## src/rtl/neuron_pkg.sv

```systemverilog
// Shared widths, scheduler state type and sizing helper for the layer scheduler.
package neuron_pkg;
   localparam int DATA_W = 5;
   localparam int PROD_W = 10;
   localparam int MAC_W  = 12;
   localparam int LANES  = 4;
   localparam int VEC_W  = DATA_W * LANES;

   typedef enum logic [2:0] {
      IDLE  = 3'd0,
      FETCH = 3'd1,
      ISSUE = 3'd2,
      ACC   = 3'd3,
      OUT   = 3'd4,
      DONE  = 3'd5
   } sched_state_e;

   function automatic int clog2_min1(input int v);
      return (v > 1) ? $clog2(v) : 1;
   endfunction
endpackage

```

## src/rtl/layer_acc_relu.sv

```systemverilog
// Per-neuron partial-sum accumulator with a ReLU-applied output register
// that captures the final sum on the last chunk.
module layer_acc_relu
   import neuron_pkg::*;
#(
   parameter int ACC_W   = 13,
   parameter bit RELU_EN = 1'b1
) (
   input  logic                    clk_i,
   input  logic                    rst_i,
   input  logic                    clear_i,
   input  logic                    add_i,
   input  logic                    load_i,
   input  logic signed [MAC_W-1:0] mac_result_i,
   output logic signed [ACC_W-1:0] out_data_o
);
   logic signed [ACC_W-1:0] acc_q, acc_d;
   logic signed [ACC_W-1:0] out_q, out_d;
   logic signed [ACC_W-1:0] ext_res;
   logic signed [ACC_W-1:0] final_v;

   assign ext_res = ACC_W'(mac_result_i);
   assign final_v = add_i ? (acc_q + ext_res) : acc_q;

   always_comb begin
      acc_d = acc_q;
      if (clear_i) begin
         acc_d = '0;
      end else if (add_i) begin
         acc_d = final_v;
      end
   end

   // A missing result on the last chunk still loads whatever was accumulated.
   always_comb begin
      out_d = out_q;
      if (load_i) begin
         if (RELU_EN && (final_v < 0)) begin
            out_d = '0;
         end else begin
            out_d = final_v;
         end
      end
   end

   always_ff @(posedge clk_i or posedge rst_i) begin
      if (rst_i) begin
         acc_q <= '0;
         out_q <= '0;
      end else begin
         acc_q <= acc_d;
         out_q <= out_d;
      end
   end

   assign out_data_o = out_q;
endmodule

```

## src/rtl/neuron_layer_sched.sv

```systemverilog
// Sequences a shared 4-lane MAC neuron over every chunk of every output neuron
// of a fully-connected layer and streams the per-neuron results out.
//
// state | meaning
// IDLE  | waiting for start; act_vec latched on start
// FETCH | weight read strobe for chunk c of neuron n
// ISSUE | weight data valid; present weights and activations to the neuron
// ACC   | accumulate neuron result (err if missing); next chunk or output
// OUT   | result valid, held until out_ready
// DONE  | one-cycle done pulse
module neuron_layer_sched
   import neuron_pkg::*;
#(
   parameter int  NUM_NEURONS = 8,
   parameter int  CHUNKS      = 2,
   parameter bit  RELU_EN     = 1'b1,
   localparam int AW          = clog2_min1(NUM_NEURONS * CHUNKS),
   localparam int IW          = clog2_min1(NUM_NEURONS),
   localparam int ACC_W       = MAC_W + $clog2(CHUNKS)
) (
   input  logic                       clk,
   input  logic                       rst,
   input  logic                       start,
   input  logic [VEC_W*CHUNKS-1:0]    act_vec,
   output logic                       busy,
   output logic                       done,
   output logic                       err,
   output logic                       w_rd_en,
   output logic [AW-1:0]              w_addr,
   input  logic [VEC_W-1:0]           w_data,
   output logic                       mac_input_ready,
   output logic [VEC_W-1:0]           mac_in,
   output logic [VEC_W-1:0]           mac_w,
   input  logic                       mac_result_ready,
   input  logic signed [MAC_W-1:0]    mac_result,
   output logic                       out_valid,
   input  logic                       out_ready,
   output logic [IW-1:0]              out_idx,
   output logic signed [ACC_W-1:0]    out_data
);
   localparam int CW = clog2_min1(CHUNKS);

   sched_state_e state_q, state_d;

   logic [IW-1:0]             n_q, n_d;
   logic [CW-1:0]             c_q, c_d;
   logic [VEC_W*CHUNKS-1:0]   act_q, act_d;
   logic                      err_q, err_d;
   logic [IW-1:0]             idx_q, idx_d;

   logic last_chunk;
   logic last_neuron;
   logic acc_clear;
   logic acc_add;
   logic acc_load;

   assign last_chunk  = (c_q == CW'(CHUNKS - 1));
   assign last_neuron = (n_q == IW'(NUM_NEURONS - 1));

   always_ff @(posedge clk or posedge rst) begin
      if (rst) begin
         state_q <= IDLE;
      end else begin
         state_q <= state_d;
      end
   end

   always_comb begin
      state_d = state_q;
      case (state_q)
         IDLE:    if (start) state_d = FETCH;
         FETCH:   state_d = ISSUE;
         ISSUE:   state_d = ACC;
         ACC:     state_d = last_chunk ? OUT : FETCH;
         OUT:     if (out_ready) state_d = last_neuron ? DONE : FETCH;
         DONE:    state_d = IDLE;
         default: state_d = IDLE;
      endcase
   end

   always_comb begin
      busy            = (state_q != IDLE);
      done            = (state_q == DONE);
      w_rd_en         = 1'b0;
      w_addr          = '0;
      mac_input_ready = 1'b0;
      mac_in          = '0;
      mac_w           = '0;
      out_valid       = (state_q == OUT);
      if (state_q == FETCH) begin
         w_rd_en = 1'b1;
         w_addr  = AW'(int'(n_q) * CHUNKS + int'(c_q));
      end
      if (state_q == ISSUE) begin
         mac_input_ready = 1'b1;
         mac_in          = act_q[int'(c_q) * VEC_W +: VEC_W];
         mac_w           = w_data;
      end
   end

   // Counters, latched activations, sticky error and output index.
   always_comb begin
      n_d   = n_q;
      c_d   = c_q;
      act_d = act_q;
      err_d = err_q;
      idx_d = idx_q;
      case (state_q)
         IDLE: begin
            if (start) begin
               act_d = act_vec;
               n_d   = '0;
               c_d   = '0;
               err_d = 1'b0;
            end
         end
         ACC: begin
            if (!mac_result_ready) err_d = 1'b1;
            if (last_chunk) begin
               idx_d = n_q;
            end else begin
               c_d = c_q + 1'b1;
            end
         end
         OUT: begin
            if (out_ready) begin
               c_d = '0;
               if (!last_neuron) n_d = n_q + 1'b1;
            end
         end
         default: ;
      endcase
   end

   always_ff @(posedge clk or posedge rst) begin
      if (rst) begin
         n_q   <= '0;
         c_q   <= '0;
         act_q <= '0;
         err_q <= 1'b0;
         idx_q <= '0;
      end else begin
         n_q   <= n_d;
         c_q   <= c_d;
         act_q <= act_d;
         err_q <= err_d;
         idx_q <= idx_d;
      end
   end

   assign acc_clear = ((state_q == IDLE) && start) || ((state_q == OUT) && out_ready);
   assign acc_add   = (state_q == ACC) && mac_result_ready;
   assign acc_load  = (state_q == ACC) && last_chunk;

   layer_acc_relu #(
      .ACC_W   (ACC_W),
      .RELU_EN (RELU_EN)
   ) u_acc (
      .clk_i        (clk),
      .rst_i        (rst),
      .clear_i      (acc_clear),
      .add_i        (acc_add),
      .load_i       (acc_load),
      .mac_result_i (mac_result),
      .out_data_o   (out_data)
   );

   assign err     = err_q;
   assign out_idx = idx_q;
endmodule

```

## config.mk

```make
export PLATFORM = sky130hd
export DESIGN_NAME = neuron_layer_sched
export DESIGN_NICKNAME = d
export VERILOG_FILES = /design/src/rtl/neuron_pkg.sv /design/src/rtl/layer_acc_relu.sv /design/src/rtl/neuron_layer_sched.sv
export SDC_FILE = /design/constraint.sdc
export NUM_CORES = 1
export LEC_CHECK = 0
export CAP_MARGIN = 15
export CORE_MARGIN = 3
export CORE_UTILIZATION = 35
export CTS_CLUSTER_SIZE = 28
export DETAILED_ROUTE_END_ITERATION = 7
export HOLD_SLACK_MARGIN = 0.15
export PLACE_DENSITY = 0.76
export SYNTH_ARGS = -nofsm -noshare
export SYNTH_HDL_FRONTEND = slang
export SYNTH_SLANG_ARGS = --single-unit
```

## constraint.sdc

```tcl
create_clock -name clk -period 5 [get_ports clk]
set_input_delay 1 -clock clk [delete_from_list [all_inputs] [get_ports clk]]
set_output_delay 1 -clock clk [all_outputs]
set_load 0.05 [all_outputs]
```

=== Word level (Yosys, flattened, before mapping) ===
Cells that the tools add are included.

* Add/sub/neg operators: 4
* Multipliers: 1
* Magnitude comparators: 1
* Equality and inequality tests: 10
* Shift operators: 1
* Mux-type cells: 24
* Reductions and logical operators: 17

{| class="wikitable"
|+ Operator list
! kind !! count
|-
| two-way mux 13 bit || 4
|-
| two-way mux 20 bit || 2
|-
| variable part select 40 x 7 -> 20 bit || 1
|-
| two-way mux 3 bit || 7
|-
| one-hot mux 3 bit (5 select lines) || 1
|-
| adder 13 x 12 -> 13 bit || 1
|-
| less-than comparator 13 x 1 -> 1 bit (second input constant) || 1
|-
| equality test 3 bit (second input constant) || 3
|-
| equality test 3 x 2 -> 1 bit (second input constant) || 2
|-
| two-way mux 1 bit || 6
|-
| != test 2 bit (second input constant) || 3
|-
| one-hot mux 3 bit (2 select lines) || 1
|-
| AND reduction 2 bit || 3
|-
| AND reduction 3 bit || 2
|-
| nonzero test 2 bit || 3
|-
| nonzero test 3 bit || 2
|-
| adder 4 x 1 -> 4 bit || 1
|-
| logical AND 1 bit || 4
|-
| multiplier 1 x 3 -> 4 bit (second input constant) || 1
|-
| two-way mux 4 bit || 1
|-
| AND reduction 4 bit || 1
|-
| adder 3 x 1 -> 3 bit (second input constant) || 1
|-
| equality test 3 x 1 -> 1 bit (second input constant) || 1
|-
| logical NOT 3 bit || 1
|-
| 5 further kinds || 5
|}

* Bits in registers: 77
* Word-level logic and storage cells: 66

=== Longest topological paths before layout ===
Gate-level depths: netlist of the first run.

* Depth after elaboration: 5
* Mapped depth: 11
* Depth with buffers taken out: 10

=== Hierarchy ===
From an unflattened synthesis of the first run, not the netlist that was laid out.

* Cells, all modules: 485
* Area total of the unflattened synthesis: 4321.6 um^2

{| class="wikitable"
|+ Modules (own cells, without submodules)
! module !! instances !! cells each !! area an instance (um^2) !! seq. area each (um^2)
|-
| neuron_layer_sched || 1 || 308 || 2627.5 || 1276.2
|-
| layer_acc_relu || 1 || 177 || 1694.1 || 625.6
|}

=== Worst setup path before layout of the first run ===
Ideal clock, no wire load.

* Path type: register to output
* Start: register state_q[1]
* End: output w_addr[0]
* Arrival time: 2.452 ns
* Slack: 1.548 ns
* Cell stages (with the launch flop): 4
* Buffers on the path: 1
* Cell sequence: dfrtp_1 clkbuf_1 nor3b_1 and2_1

* Longest elaborated chain between the ends: 2

{| class="wikitable"
|+ RTL lines
! item !! line !! RTL
|-
| start, declared || neuron_layer_sched.sv:43 || <nowiki>sched_state_e state_q, state_d;</nowiki>
|-
| start signal, assigned || neuron_layer_sched.sv:64 || <nowiki>state_q <= state_d;</nowiki>
|-
| equality test 3 x 1 -> 1 bit || neuron_layer_sched.sv:90 || <nowiki>if (state_q == FETCH) begin</nowiki>
|-
| two-way mux 4 bit || neuron_layer_sched.sv:90 ||
|-
| end, declared || neuron_layer_sched.sv:29 || <nowiki>output logic [AW-1:0] w_addr,</nowiki>
|}

No other way between the ends.

=== Worst setup path in the final report of the first run ===
* Start: register state_q[1]
* End: output mac_in[18]

* Longest elaborated chain between the ends: 2

{| class="wikitable"
|+ RTL lines
! item !! line !! RTL
|-
| equality test 3 x 2 -> 1 bit || neuron_layer_sched.sv:94 || <nowiki>if (state_q == ISSUE) begin</nowiki>
|-
| two-way mux 20 bit || neuron_layer_sched.sv:94 ||
|-
| end, declared || neuron_layer_sched.sv:32 || <nowiki>output logic [VEC_W-1:0] mac_in,</nowiki>
|}

No other way between the ends.

==> results by stage, run 1 <==
Outcome:
- The run finished with clean final reports.

STA:
- Setup repair after global routing left no endpoint under its margin.
- Setup slack closes at roughly 1.0 ns.
- The count of final hold-check violations was 0.
- The smallest clock period supported by the final layout is computed as 3.956 ns.
- The achievable clock frequency is about 0.25 GHz.
- The final total negative setup slack is 0 ns.
- The number of slew-limit violations in the final report came to 0.
- The post-route clock skew is ~0.0050 ns.
- For the pin with the worst max-slew slack, the measured transition is 0.8219 ns.
- The worst slew slack as a fraction of its limit is 0.4508.
- The period utilization is 0.7913.
- Setup violations remaining at the end of the flow were counted as 0.

Die:
- The number of primary I/O pins is 143.
- The floorplan step set the die width to ~110 µm.
- After floorplanning, the core was divided into 39 placement rows.
- The floorplan step defined a die boundary enclosing about 0.013 mm².
- The vertical die dimension is ~110 µm.
- The initial utilization of the core area, before any placement, comes to 0.3603.
- The standard cell core area is 0.01147 mm².

Cells and area:
- Relative to the synthesized area, the layout overhead comes to 44.43%.
- 0 antenna diodes ended up in the layout.
- The fraction of layout instances using a drive strength above 1 is 0.1404.
- For this run, the post-layout net count is 614.
- The finished layout holds 670 standard cells, fillers aside.
- The footprint of the multi-input gates is 0.002097 mm².
- After filler insertion, the fill cell instance count of the layout stands at 1011.
- Registers take 0.001902 mm².

Power:
- In this run the static leakage power is 2.661 nW.
- Dividing total power by cell area gives a power density of 646.9 mW/mm².
- The worst-case IR drop observed on VDD is 0.3763 mV.
- Total power for the finished layout comes to 3.860 mW.

Min path:
- Along the worst hold path, the cell count comes to 2.
- The worst hold path begins at u_acc.out_data_o[0].
- The path with the worst hold slack has its endpoint at u_acc.out_data_o[0].
- In this run the worst hold path is classified as reg -> reg.

Routing:
- The routed layout has 3367 vias.
- Dividing the detail-routed via count by the number of cells gives 5.025.
- For this block, the initial DRC count from the detailed router was 136.
- The aggregate routed wire length is 10450 µm.
- In the final routed layout, each cell accounts on average for 15.60 µm.
- The detailed-routing iteration count for the pre-antenna-repair pass is 4.
- After detailed routing, the number of remaining DRC violations is 0.
- The count of nets left with antenna violations once routing finished came out at 0.

Synth:
- The synthesized design spends more area on one cell type than any other, namely sky130_fd_sc_hd__dfrtp_1.
- The synthesis-stage register bit count is 76.
- Of the post-synthesis cell area, the dominant cell type holds 0.4603.
- The share of async-settable or async-resettable flops after synthesis is 1.000.
- The sequential share of the synthesized area is 0.4603.
- The synthesized netlist contains 53 unique library cells.
- The most instantiated flip-flop cell in the synthesis netlist is sky130_fd_sc_hd__dfrtp_1.
- The mapped netlist covers 0.004131 mm².
- In this run the mean area of a mapped cell was 10.59 µm².
- The warning count from the yosys run is 0.
- Synthesis produced a netlist with a net count of between 400 and 500.
- By area the synthesized netlist is led by sky130_fd_sc_hd__dfrtp_1, sky130_fd_sc_hd__mux2_2, sky130_fd_sc_hd__mux2i_1.
- The number of synthesized flops with an enable pin is 0.
- The synthesized instance count is 390.

Clocking:
- The post-CTS setup buffer count is 0.
- Clock-pin slew was measured on the worst setup and hold paths at ~0.06 ns.
- The clock sink total is 76.
- TritonCTS built the clock tree.
- Buffers inserted to repair hold after CTS numbered 0.
- In this run, CTS created clock tree buffers numbering 9.
- Clock tree synthesis selected as its root buffer the cell sky130_fd_sc_hd__clkbuf_16.
- The number of instances resized during post-cts repair is 0.
- The clock tree synthesis step divided the H-tree into 3 levels.
- The deepest clock path buffer count is 2.
- The later pin in the worst-skew pair is clocked with a latency of 0.33 ns.

Global routing:
- The most crowded layer after global routing is met2.
- The number of antenna violations at the first check in global routing is 0.
- For this run, global-route usage on met2 was measured as 0.2631.
- Across every metal layer, demand over resource in global routing totals 0.1589.
- The met3 track demand over resource in global routing is 0.04810.
- For this run, global-route usage on met1 was measured as 0.2011.
- The pin count of the biggest net entering global routing is 46.
- The final global-route overflow total is 0.
- The wire length of the first global-routing pass is 16840 µm.
- The number of global-route vias before repair came to around 3500.

Placed design:
- The estimated wirelength of the detail-placed design is 7787 µm.
- The count of input and output buffers is between 100 and 150.
- The cell count after placement is 654.
- The final weighted congestion in routability-driven placement is 0.8232.
- Timing analysis after detailed placement gives a worst setup slack of 1.107 ns.

Worst setup path:
- The endpoint identified for the worst register-to-register timing path is u_acc.out_data_o[4].
- The delay of the slowest cell on the worst path is 0.84 ns.
- Counting cells, the worst reg-to-reg path comes to 10.
- STA classifies the critical path endpoint as an output pin.
- The largest fanout on the critical path is 30.
- The cell with the largest stage delay on the worst path is sky130_fd_sc_hd__clkdlybuf4s50_1.
- Traced cell by cell, the critical path runs through nand2_1 -> nor2_1 -> clkdlybuf4s50_1.
- Data on the critical path arrives at its endpoint at approximately 3.0 ns.
- In this run the critical register-to-register path is launched from u_acc.acc_q[0].
- The critical path class is reg -> out.
- The launching element type of the critical path is a register.
- The slack of the worst reg-to-reg path is 2.21 ns.
- The endpoint required time on the critical path is 4.00 ns.

Flow run:
- Across the run, the number of max-cap violations was 0.
==> metal layers <==
layer | vias up | wire (µm)
li1 | 1644 | -
met1 | 1633 | 4464
met2 | 80 | 5237
met3 | 10 | 634
met4 | 0 | 118
met5 | - | 0
==> worst max path at each step <==
| stage | start | end | slack (ns) | depth (start not counted) |
|---|---|---|---|---|
| finish | state_q[1] | mac_in[18] | 1.04 | 3 |
| global route | state_q[1] | mac_in[11] | 0.77 | 3 |
| CTS | state_q[1] | mac_in[16] | 0.98 | 3 |
| detailed placement | mac_result[0] | u_acc.out_data_o[4] | 1.11 | 11 |
| global placement | mac_result[0] | u_acc.out_data_o[3] | 1.17 | 11 |
| floorplan | state_q[1] | w_addr[0] | 1.55 | 3 |
==> placed cells by master (no fill, tap or decap), types with 3 or more instances in the layout <==
master / count
sky130_fd_sc_hd__and2_1: 9
sky130_fd_sc_hd__mux2i_1: 23
sky130_fd_sc_hd__ha_1: 14
sky130_fd_sc_hd__o21a_1: 5
sky130_fd_sc_hd__and3_1: 20
sky130_fd_sc_hd__xor2_1: 4
sky130_fd_sc_hd__buf_4: 4
sky130_fd_sc_hd__clkdlybuf4s50_1: 141
sky130_fd_sc_hd__a21o_1: 3
sky130_fd_sc_hd__inv_1: 8
sky130_fd_sc_hd__nand3_1: 4
sky130_fd_sc_hd__dfrtp_1: 76
sky130_fd_sc_hd__nor3b_1: 4
sky130_fd_sc_hd__nor3_1: 7
sky130_fd_sc_hd__o31ai_1: 10
sky130_fd_sc_hd__nand2b_1: 3
sky130_fd_sc_hd__a21oi_1: 12
sky130_fd_sc_hd__and3b_1: 3
sky130_fd_sc_hd__o31a_1: 5
sky130_fd_sc_hd__mux2_2: 44
sky130_fd_sc_hd__nor2_1: 41
sky130_fd_sc_hd__clkbuf_16: 9
sky130_fd_sc_hd__nand2_1: 28
sky130_fd_sc_hd__o21ai_0: 11
==> through the flow <==
| step | area (µm²) | hold slack [ns] | util |
|---|---|---|---|
| finish | 5967 | 0.4806 | 0.5203 |
| detailed placement | 5654 | 0.4738 | 0.4931 |
| global placement | 5654 | 0.4703 | 0.4931 |
| CTS | 5967 | 0.4818 | 0.5203 |
| floorplan | 4131 | 0.4800 | - |
| global route | 5967 | 0.5060 | 0.5203 |
==> flip-flops by register name, indices dropped and copies added (netlist names) <==
name	flops
act_q	40
u_acc.acc_q	13
u_acc.out_data_o	12
n_q	3
out_idx	3
state_q	3
c_q	1
err	1
==> report_power, final <==
group / leakage, nW / internal, mW / total, mW / switching [mW]
Combinational: 1.56 / 0.852 / 2.10 / 1.25
Clock: 0.153 / 0.417 / 0.663 / 0.246
Sequential: 0.950 / 0.882 / 1.09 / 0.213
Total: 2.66 / 2.15 / 3.86 / 1.71
==> layout make-up <==
type                    instances  share of cell area
clock inverters                 4            0.009436
multi-input cells             281              0.3514
inverters                       9            0.005871
flip-flops and latches         76              0.3187
clock buffers                  12             0.04299
well taps                     143             0.02999
repair buffers                145              0.2416
==> kinds of logic (layout without fill, tap and decap cells) <==
| family | after synthesis | in the layout | share of synthesized area |
|---|---|---|---|
| AND/OR/NAND/NOR | 129 | 129 | 0.1557 |
| flip-flops | 76 | 76 | 0.4603 |
| multiplexers | 67 | 67 | 0.1757 |
| AO/OA/AOI/OAI | 64 | 64 | 0.1163 |
| buffers and inverters | 33 | 170 | 0.03331 |
| adder cells (fa/ha/maj) | 15 | 15 | 0.04724 |
| XOR/XNOR | 5 | 5 | 0.01060 |
| other | 1 | 1 | 0.0009077 |
==> cells in the mapped netlist (all sizes together), types with 2 or more instances <==
cell,number
dfrtp,76
mux2,44
nor2,41
nand2,29
mux2i,23
and3,20
clkbuf,17
ha,14
a21oi,13
o21ai,12
o31ai,11
and2,9
inv,9
nor3,8
buf,7
o21a,5
o31a,5
nand3,4
nor3b,4
xor2,4
a21o,3
and3b,3
nand2b,3
a22o,2
nand4,2
o211ai,2
o21bai,2
or3,2
==> critical path: cells and delay by family, from the launching register on <==
kind | cells | cell delay, ns
flip-flops | 1 | 0.78
buffers and inverters | 1 | 0.84
AND/OR/NAND/NOR | 2 | 1.00
Power figures use the tool's default switching activity.
==> run 2: changes to the inputs <==
==> constraint.sdc (replaced) <==
create_clock -name clk -period 3.9 [get_ports clk]
set_input_delay 0.78 -clock clk [delete_from_list [all_inputs] [get_ports clk]]
set_output_delay 0.78 -clock clk [all_outputs]
set_load 0.05 [all_outputs]
==> run 2 against run 1 <==
Via count up 0.77%. First-iteration DRC count up 31%. Non-clock buffer count up 3. Hold slack better by 0.0040 ns. Critical path type unchanged. Critical endpoint is now w_addr[2]. Largest cell class unchanged. Highest routed layer unchanged.
==> results by stage, run 2 (synthesis results as in run 1) <==
Outcome:
- Status: finished clean (unchanged).

Cells and area:
- The antenna cell count is 0 (unchanged).
- The area growth from synthesis to layout is 43.46% (was 44.43%).
- The layout net count is 617 (was 614).
- The number of flip-flops in the largest register is 40 (unchanged).
- Leading cell types in the layout, fill and taps excluded: sky130_fd_sc_hd__clkdlybuf4s50_1, sky130_fd_sc_hd__dfrtp_1, sky130_fd_sc_hd__mux2_2 (unchanged).
- The most common cell after layout, fill and taps aside is sky130_fd_sc_hd__clkdlybuf4s50_1 (unchanged).
- The register bank with the most flops is act_q (unchanged).
- The final instance count without filler cells is 673 (was 670).
- The fraction of layout instances using a drive strength above 1 is 0.1849 (was 0.1404).
- The core occupancy in the finished layout came to 0.5169 (was 0.5203).

Die:
- The initial core utilization was 0.3603 (unchanged).
- The full die area is 0.01314 mm² (unchanged).
- The cell row count is 39 (unchanged).
- The standard cell core area is 0.01147 mm² (unchanged).
- The die extent in x is 114.6 µm (unchanged).
- The vertical die dimension is 114.6 µm (unchanged).
- The number of primary I/O pins was 143 (unchanged).

Routing:
- The detailed-route wire length per cell is 15.41 µm (was 15.60 µm).
- The aggregate routed wire length is 10370 µm (was 10450 µm).
- The number of DRC violations after detailed routing is 0 (unchanged).
- The via-per-instance ratio is 5.042 (was 5.025).
- The routed via count is 3393 (was 3367).
- The count of nets left with antenna violations after detail routing came to 0 (unchanged).
- The initial detailed-routing violation count is 178 (was 136).
- The detailed-routing iteration count for the pre-antenna-repair pass is 4 (unchanged).

Global routing:
- The global-route usage over all layers came to 0.1568 (was 0.1589).
- The final global-route overflow total is 0 (unchanged).
- The wire length of the first global-routing pass is 16740 µm (was 16840 µm).
- The number of antenna violations at the first check in global routing was 0 (unchanged).
- The pin count of the biggest net entering global routing was 53 (was 46).
- The number of global-route vias before repair is 3428 (was 3492).

Clocking:
- The clock root buffer is sky130_fd_sc_hd__clkbuf_16 (unchanged).
- The deepest clock path buffer count is 2 (unchanged).
- The TritonCTS buffer count is 9 (unchanged).
- The number of buffers inserted for hold repair after clock tree synthesis is 0 (unchanged).
- The clock sink total is 76 (unchanged).
- The H-tree depth reported by CTS is 3 (unchanged).
- The post-CTS setup buffer count came to 0 (unchanged).
- The clock slew seen by the registers of the worst setup and hold paths is 0.06 ns (about the same).
- The source-to-sink clock delay at the later pin of the worst-skew pair is 0.32 ns (was 0.33 ns).
- The clock tree from TritonCTS is yes (unchanged).
- The number of instances resized during post-cts repair was 0 (unchanged).

Power:
- The internal power of the cells was 2.711 mW (was 2.151 mW).
- The sequential fraction of design power was 0.271 (was 0.284).
- The power share of the clock group is 0.169 (was 0.172).
- The maximum ir drop on the vdd rail is 0.4309 mV (was 0.3763 mV).
- The switching power summed over all nets is 2.204 mW (was 1.709 mW).
- The fraction of power spent switching nets is 0.4484 (was 0.4428).
- The power density over the cells was 829.3 mW/mm² (was 646.9 mW/mm²).
- The leakage power of the design is 2.710 nW (was 2.661 nW).
- The part of the power in combinational logic is 0.560 (was 0.545).

Worst setup path:
- The endpoint required time on the critical path is 3.12 ns (was 4.00 ns).
- The critical path class is reg -> out (unchanged).
- The endpoint type of the worst setup path is an output pin (unchanged).
- The largest fanout on the critical path is 30 (unchanged).
- The data arrival time of the critical path is 2.51 ns (was 2.96 ns).
- The launching element type of the critical path is a register (unchanged).

STA:
- Unrepaired setup endpoints after global routing: no (unchanged).
- The worst slew slack as a fraction of its limit is 0.4147 (was 0.4508).
- In the finished design, the share of the clock period the worst path needs comes to 0.8445.
- The transition time of the tightest slew-check pin is 0.8770 ns (was 0.8219 ns).
- The count of final hold-check violations is 0 (unchanged).
- The setup-violating endpoint count in the final report is 0 (unchanged).
- The clock period minus final worst setup slack is 3.294 ns.
- The post-route clock skew is 0.005952 ns (was 0.005031 ns).
- For this run, the top clock speed supported by timing is between 0.3 and 0.4 GHz.
- The final total negative setup slack was 0 ns (unchanged).
- The number of slew-limit violations in the final report came to 0 (unchanged).

Placed design:
- The estimated wirelength of the detail-placed design is 7730 µm (was 7787 µm).
- The count of input and output buffers is 141 (unchanged).
- The final weighted congestion in routability-driven placement is 0.7782 (was 0.8232).
- The cell count after placement is 657 (was 654).

Flow run:
- The number of max-cap violations is 0 (unchanged).

Min path:
- The kind of path behind the tightest hold check is reg -> reg (unchanged).
## run 2: path summary, 6_finish.rpt
check / slack (ns) / to / from / cells after the start
max: 0.61 / w_addr[2] / state_q[1] / 4
min in group asynchronous: 0.94 / act_q[35] / rst / 2
min: 0.48 / u_acc.out_data_o[0] / u_acc.out_data_o[0] / 2
max in group asynchronous: 2.12 / u_acc.acc_q[10] / rst / 3
max reg2reg: 1.25 / u_acc.out_data_o[1] / state_q[1] / 9
min reg2reg: 0.48 / u_acc.out_data_o[0] / u_acc.out_data_o[0] / 2
## run 2: routing by layer
layer,track usage,share of wire,vias to the layer above
li1,-,-,1654
met4,0.05146,0.014,0
met1,0.1963,0.43,1645
met3,0.04334,0.057,14
met5,0,0,-
met2,0.2615,0.50,80
## run 2: per-stage QoR
stage | hold slack (ns) | instance area, µm² | power [mW] | worst slack (ns)
after floorplan | 0.4800 | 4131 | 3.316 | 0.6680
after global placement | 0.4664 | 5627 | 4.036 | 0.4989
after detailed placement | 0.4783 | 5627 | 4.105 | 0.4067
after CTS | 0.4921 | 5927 | 4.956 | 0.5677
after global routing | 0.5182 | 5927 | 5.223 | 0.4224
final | 0.4846 | 5927 | 4.915 | 0.6065
## run 2: area by class of cell
class / count / area, µm²
fillers: 993 / 5540
multi-input cells: 281 / 2097
flip-flops and latches: 76 / 1902
repair buffers: 148 / 1414
clock buffers: 9 / 225.2
well taps: 143 / 178.9
clock inverters: 7 / 75.07
inverters: 9 / 35.03
## run 2: critical path: stages, from the launching register on
cell and delay, ns:
sky130_fd_sc_hd__dfrtp_1 0.36, sky130_fd_sc_hd__buf_4 0.20, sky130_fd_sc_hd__nor3b_1 0.56, sky130_fd_sc_hd__and2_1 0.22, sky130_fd_sc_hd__clkdlybuf4s50_1 0.85
## run 2: power groups by stage
stage / registers, mW / logic (mW) / clock network, mW
3_3_place_gp: 1.33 / 2.71 / 0
4_1_cts: 1.34 / 2.77 / 0.849
3_5_place_dp: 1.35 / 2.76 / 0
6_report: 1.33 / 2.75 / 0.830
2_1_floorplan: 1.46 / 1.85 / 0
5_1_grt: 1.38 / 2.95 / 0.889
==> run 3: changes to the inputs <==
--- a/config.mk
+++ b/config.mk
@@ -11,7 +11,7 @@
 export CTS_CLUSTER_SIZE = 28
 export DETAILED_ROUTE_END_ITERATION = 7
 export HOLD_SLACK_MARGIN = 0.15
-export PLACE_DENSITY = 0.76
+export PLACE_DENSITY = 0.78
 export SYNTH_ARGS = -nofsm -noshare
 export SYNTH_HDL_FRONTEND = slang
 export SYNTH_SLANG_ARGS = --single-unit
==> constraint.sdc (replaced) <==
create_clock -name clk -period 3 [get_ports clk]
set_input_delay 0.6 -clock clk [delete_from_list [all_inputs] [get_ports clk]]
set_output_delay 0.6 -clock clk [all_outputs]
set_load 0.05 [all_outputs]
==> run 3 against run 2 <==
Critical endpoint is now u_acc.out_data_o[1]. Design area increased by 6.6%. Sequential share of layout area decreased by 2.0 points. Count of clock-buffer cells in the layout increased by 2.
==> results by stage, run 3 (synthesis results as in run 1) <==
Outcome:
- Status: finished clean (unchanged).

Power:
- The maximum ir drop on the vdd rail is 0.6621 mV (was 0.4309 mV).
- The post-layout total power is 7.024 mW (was 4.915 mW).
- The power density over the cells is 1112 mW/mm² (was 829.3 mW/mm²).
- The leakage power of the design is 2.929 nW (was 2.710 nW).

Global routing:
- The pin count of the biggest net entering global routing is 77 (was 53).
- The global-route usage over all layers is 0.1683 (was 0.1568).
- The number of antenna violations at the first check in global routing is 0 (unchanged).
- The wire length of the first global-routing pass was 17720 µm (was 16740 µm).
- The final global-route overflow total is 0 (unchanged).
- The number of global-route vias before repair is 3652 (was 3428).

Worst setup path:
- The slack of the worst reg-to-reg path is 0.40 ns (was 1.25 ns).
- The critical path class is in -> reg (was reg -> out).
- The launching element type of the critical path is an input port (was register).
- The endpoint required time on the critical path is 3.17 ns (was 3.12 ns).
- The beginning of the worst register-to-register path is u_acc.acc_q[0] (was state_q[1]).
- The endpoint type of the worst setup path is a register (was output pin).
- The endpoint of the worst-slack reg-to-reg timing path is u_acc.out_data_o[1] (unchanged).
- The largest fanout on the critical path is 10 (was 30).
- The data arrival time of the critical path is 3.08 ns (was 2.51 ns).
- The worst reg2reg path depth came to 11 (was 9).

Cells and area:
- The most common cell after layout, fill and taps aside is sky130_fd_sc_hd__clkdlybuf4s50_1 (unchanged).
- The number of flip-flops in the largest register came to 40 (unchanged).
- The core occupancy in the finished layout is 0.5509 (was 0.5169).
- The register bank with the most flops was act_q (unchanged).
- Leading cell types in the layout, fill and taps excluded: sky130_fd_sc_hd__clkdlybuf4s50_1, sky130_fd_sc_hd__dfrtp_1, sky130_fd_sc_hd__mux2_2 (unchanged).
- The final instance count without filler cells is 686 (was 673).
- The final instance area is 0.006317 mm² (was 0.005927 mm²).
- The layout net count is 630 (was 617).
- The area growth from synthesis to layout is 52.91% (was 43.46%).
- The fraction of layout instances using a drive strength above 1 came to 0.2560 (was 0.1849).
- The antenna cell count is 0 (unchanged).

Placed design:
- The count of input and output buffers came to 141 (unchanged).
- The worst setup slack before clock tree synthesis is -0.2414 ns (was 0.4067 ns).
- The estimated wirelength of the detail-placed design was 8183 µm (was 7730 µm).
- The placed standard-cell area is 0.005952 mm² (was 0.005627 mm²).
- The final weighted congestion in routability-driven placement is 0.8088 (was 0.7782).
- The cell count after placement is 670 (was 657).

Clocking:
- The clock sink total is 76 (unchanged).
- The post-CTS setup buffer count is 0 (unchanged).
- The source-to-sink clock delay at the later pin of the worst-skew pair is 0.33 ns (was 0.32 ns).
- The clock root buffer was sky130_fd_sc_hd__clkbuf_16 (unchanged).
- The clock tree from TritonCTS was yes (unchanged).
- The deepest clock path buffer count is 2 (unchanged).
- The clock slew seen by the registers of the worst setup and hold paths is 0.06 ns (about the same).
- The TritonCTS buffer count came to 9 (unchanged).
- The H-tree depth reported by CTS is 3 (unchanged).

Flow run:
- The number of max-cap violations was 0 (unchanged).

Die:
- The full die area is 0.01314 mm² (unchanged).
- The vertical die dimension is 114.6 µm (unchanged).
- The initial core utilization is 0.3603 (unchanged).
- The cell row count was 39 (unchanged).
- The die extent in x was 114.6 µm (unchanged).
- The number of primary I/O pins is 143 (unchanged).
- The standard cell core area is 0.01147 mm² (unchanged).

Min path:
- The startpoint of the tightest hold check path is u_acc.out_data_o[2] (was u_acc.out_data_o[0]).
- The kind of path behind the tightest hold check is reg -> reg (unchanged).
- The worst min-delay path endpoint was u_acc.out_data_o[2] (was u_acc.out_data_o[0]).
- The hold path depth was 2 (unchanged).

Routing:
- The initial detailed-routing violation count is 115 (was 178).
- The via-per-instance ratio is 5.102 (was 5.042).
- The routed via count is 3500 (was 3393).
- The count of nets left with antenna violations after detail routing is 0 (unchanged).
- The detailed-route wire length per cell is 16.14 µm (was 15.41 µm).
- The number of DRC violations after detailed routing is 0 (unchanged).
- The aggregate routed wire length was 11070 µm (was 10370 µm).
- The detailed-routing iteration count for the pre-antenna-repair pass was 4 (unchanged).

STA:
- Unrepaired setup endpoints after global routing: no (unchanged).
- The worst path in the final design needs a cycle of 2.906 ns, including I/O delays and setup.
- The setup-violating endpoint count in the final report is 0 (unchanged).
- The final total negative setup slack came to 0 ns (unchanged).
- The count of final hold-check violations is 0 (unchanged).
- The final worst-path setup slack is 0.09416 ns (was 0.6065 ns).
- The post-route clock skew is 0.007742 ns (was 0.005952 ns).
- The transition time of the tightest slew-check pin is 0.8551 ns (was 0.8770 ns).
- The number of slew-limit violations in the final report is 0 (unchanged).
- Of the available clock period, the critical path in the final layout requires 0.9686.
- The worst slew slack as a fraction of its limit is 0.4285 (was 0.4147).
- The worst slack on hold paths is 0.4940 ns (was 0.4846 ns).
- The achievable clock frequency is 0.3441 GHz.
## run 3: changes by cell type in the layout (fill, tap and decap cells not counted), sizes merged
cell	previous run	this run
buf	27	66
bufinv	1	3
clkbuf	9	11
clkdlybuf4s50	121	95
clkinv	5	3
inv	10	8
## run 3: worst max-delay path by stage
stage / startpoint / end / slack [ns] / cells past startpoint
after global routing: mac_result[0] / u_acc.out_data_o[3] / 0.008 / 12
after detailed placement: mac_result[0] / u_acc.out_data_o[3] / -0.24 / 12
after global placement: mac_result[0] / u_acc.out_data_o[11] / -0.10 / 12
after floorplan: state_q[1] / u_acc.acc_q[0] / 0.26 / 6
after CTS: mac_result[0] / u_acc.out_data_o[1] / 0.10 / 13
final: mac_result[0] / u_acc.out_data_o[1] / 0.09 / 12
## run 3: final cells by class
type	instances	area, µm²
well taps	143	178.9
fillers	986	5150
multi-input cells	281	2107
clock buffers	11	252.7
clock inverters	5	107.6
flip-flops and latches	76	1902
inverters	9	35.03
repair buffers	161	1734
## run 3: routing by layer
metal,global-route usage,vias up,part of all wire
met5,0,-,0
met4,0.04196,0,0.0086
met3,0.04810,9,0.056
met2,0.2910,88,0.52
met1,0.2063,1728,0.41
li1,-,1675,-
## run 3: worst max-delay path, cell delays in order
cell and delay (ns):
sky130_fd_sc_hd__clkdlybuf4s50_1 0.41, sky130_fd_sc_hd__ha_1 0.21, sky130_fd_sc_hd__inv_1 0.08, sky130_fd_sc_hd__fa_1 0.24, sky130_fd_sc_hd__nor2b_4 0.07, sky130_fd_sc_hd__o31ai_4 0.20
sky130_fd_sc_hd__a21oi_2 0.10, sky130_fd_sc_hd__o31a_1 0.27, sky130_fd_sc_hd__o21a_1 0.20, sky130_fd_sc_hd__o41ai_4 0.36, sky130_fd_sc_hd__buf_4 0.24, sky130_fd_sc_hd__o31ai_1 0.10
## run 3: power breakdown
group	internal, mW	total, mW	switching (mW)	leakage, nW
sequential	1.47	1.74	0.266	0.950
clock	0.861	1.29	0.431	0.176
combinational	1.72	3.99	2.28	1.80
total	4.05	7.02	2.97	2.93
## run 3: timing repair
item,4_1_cts,5_1_grt
setup endpoints to repair,0,2
hold buffers,0,0
gates resized for setup,0,2
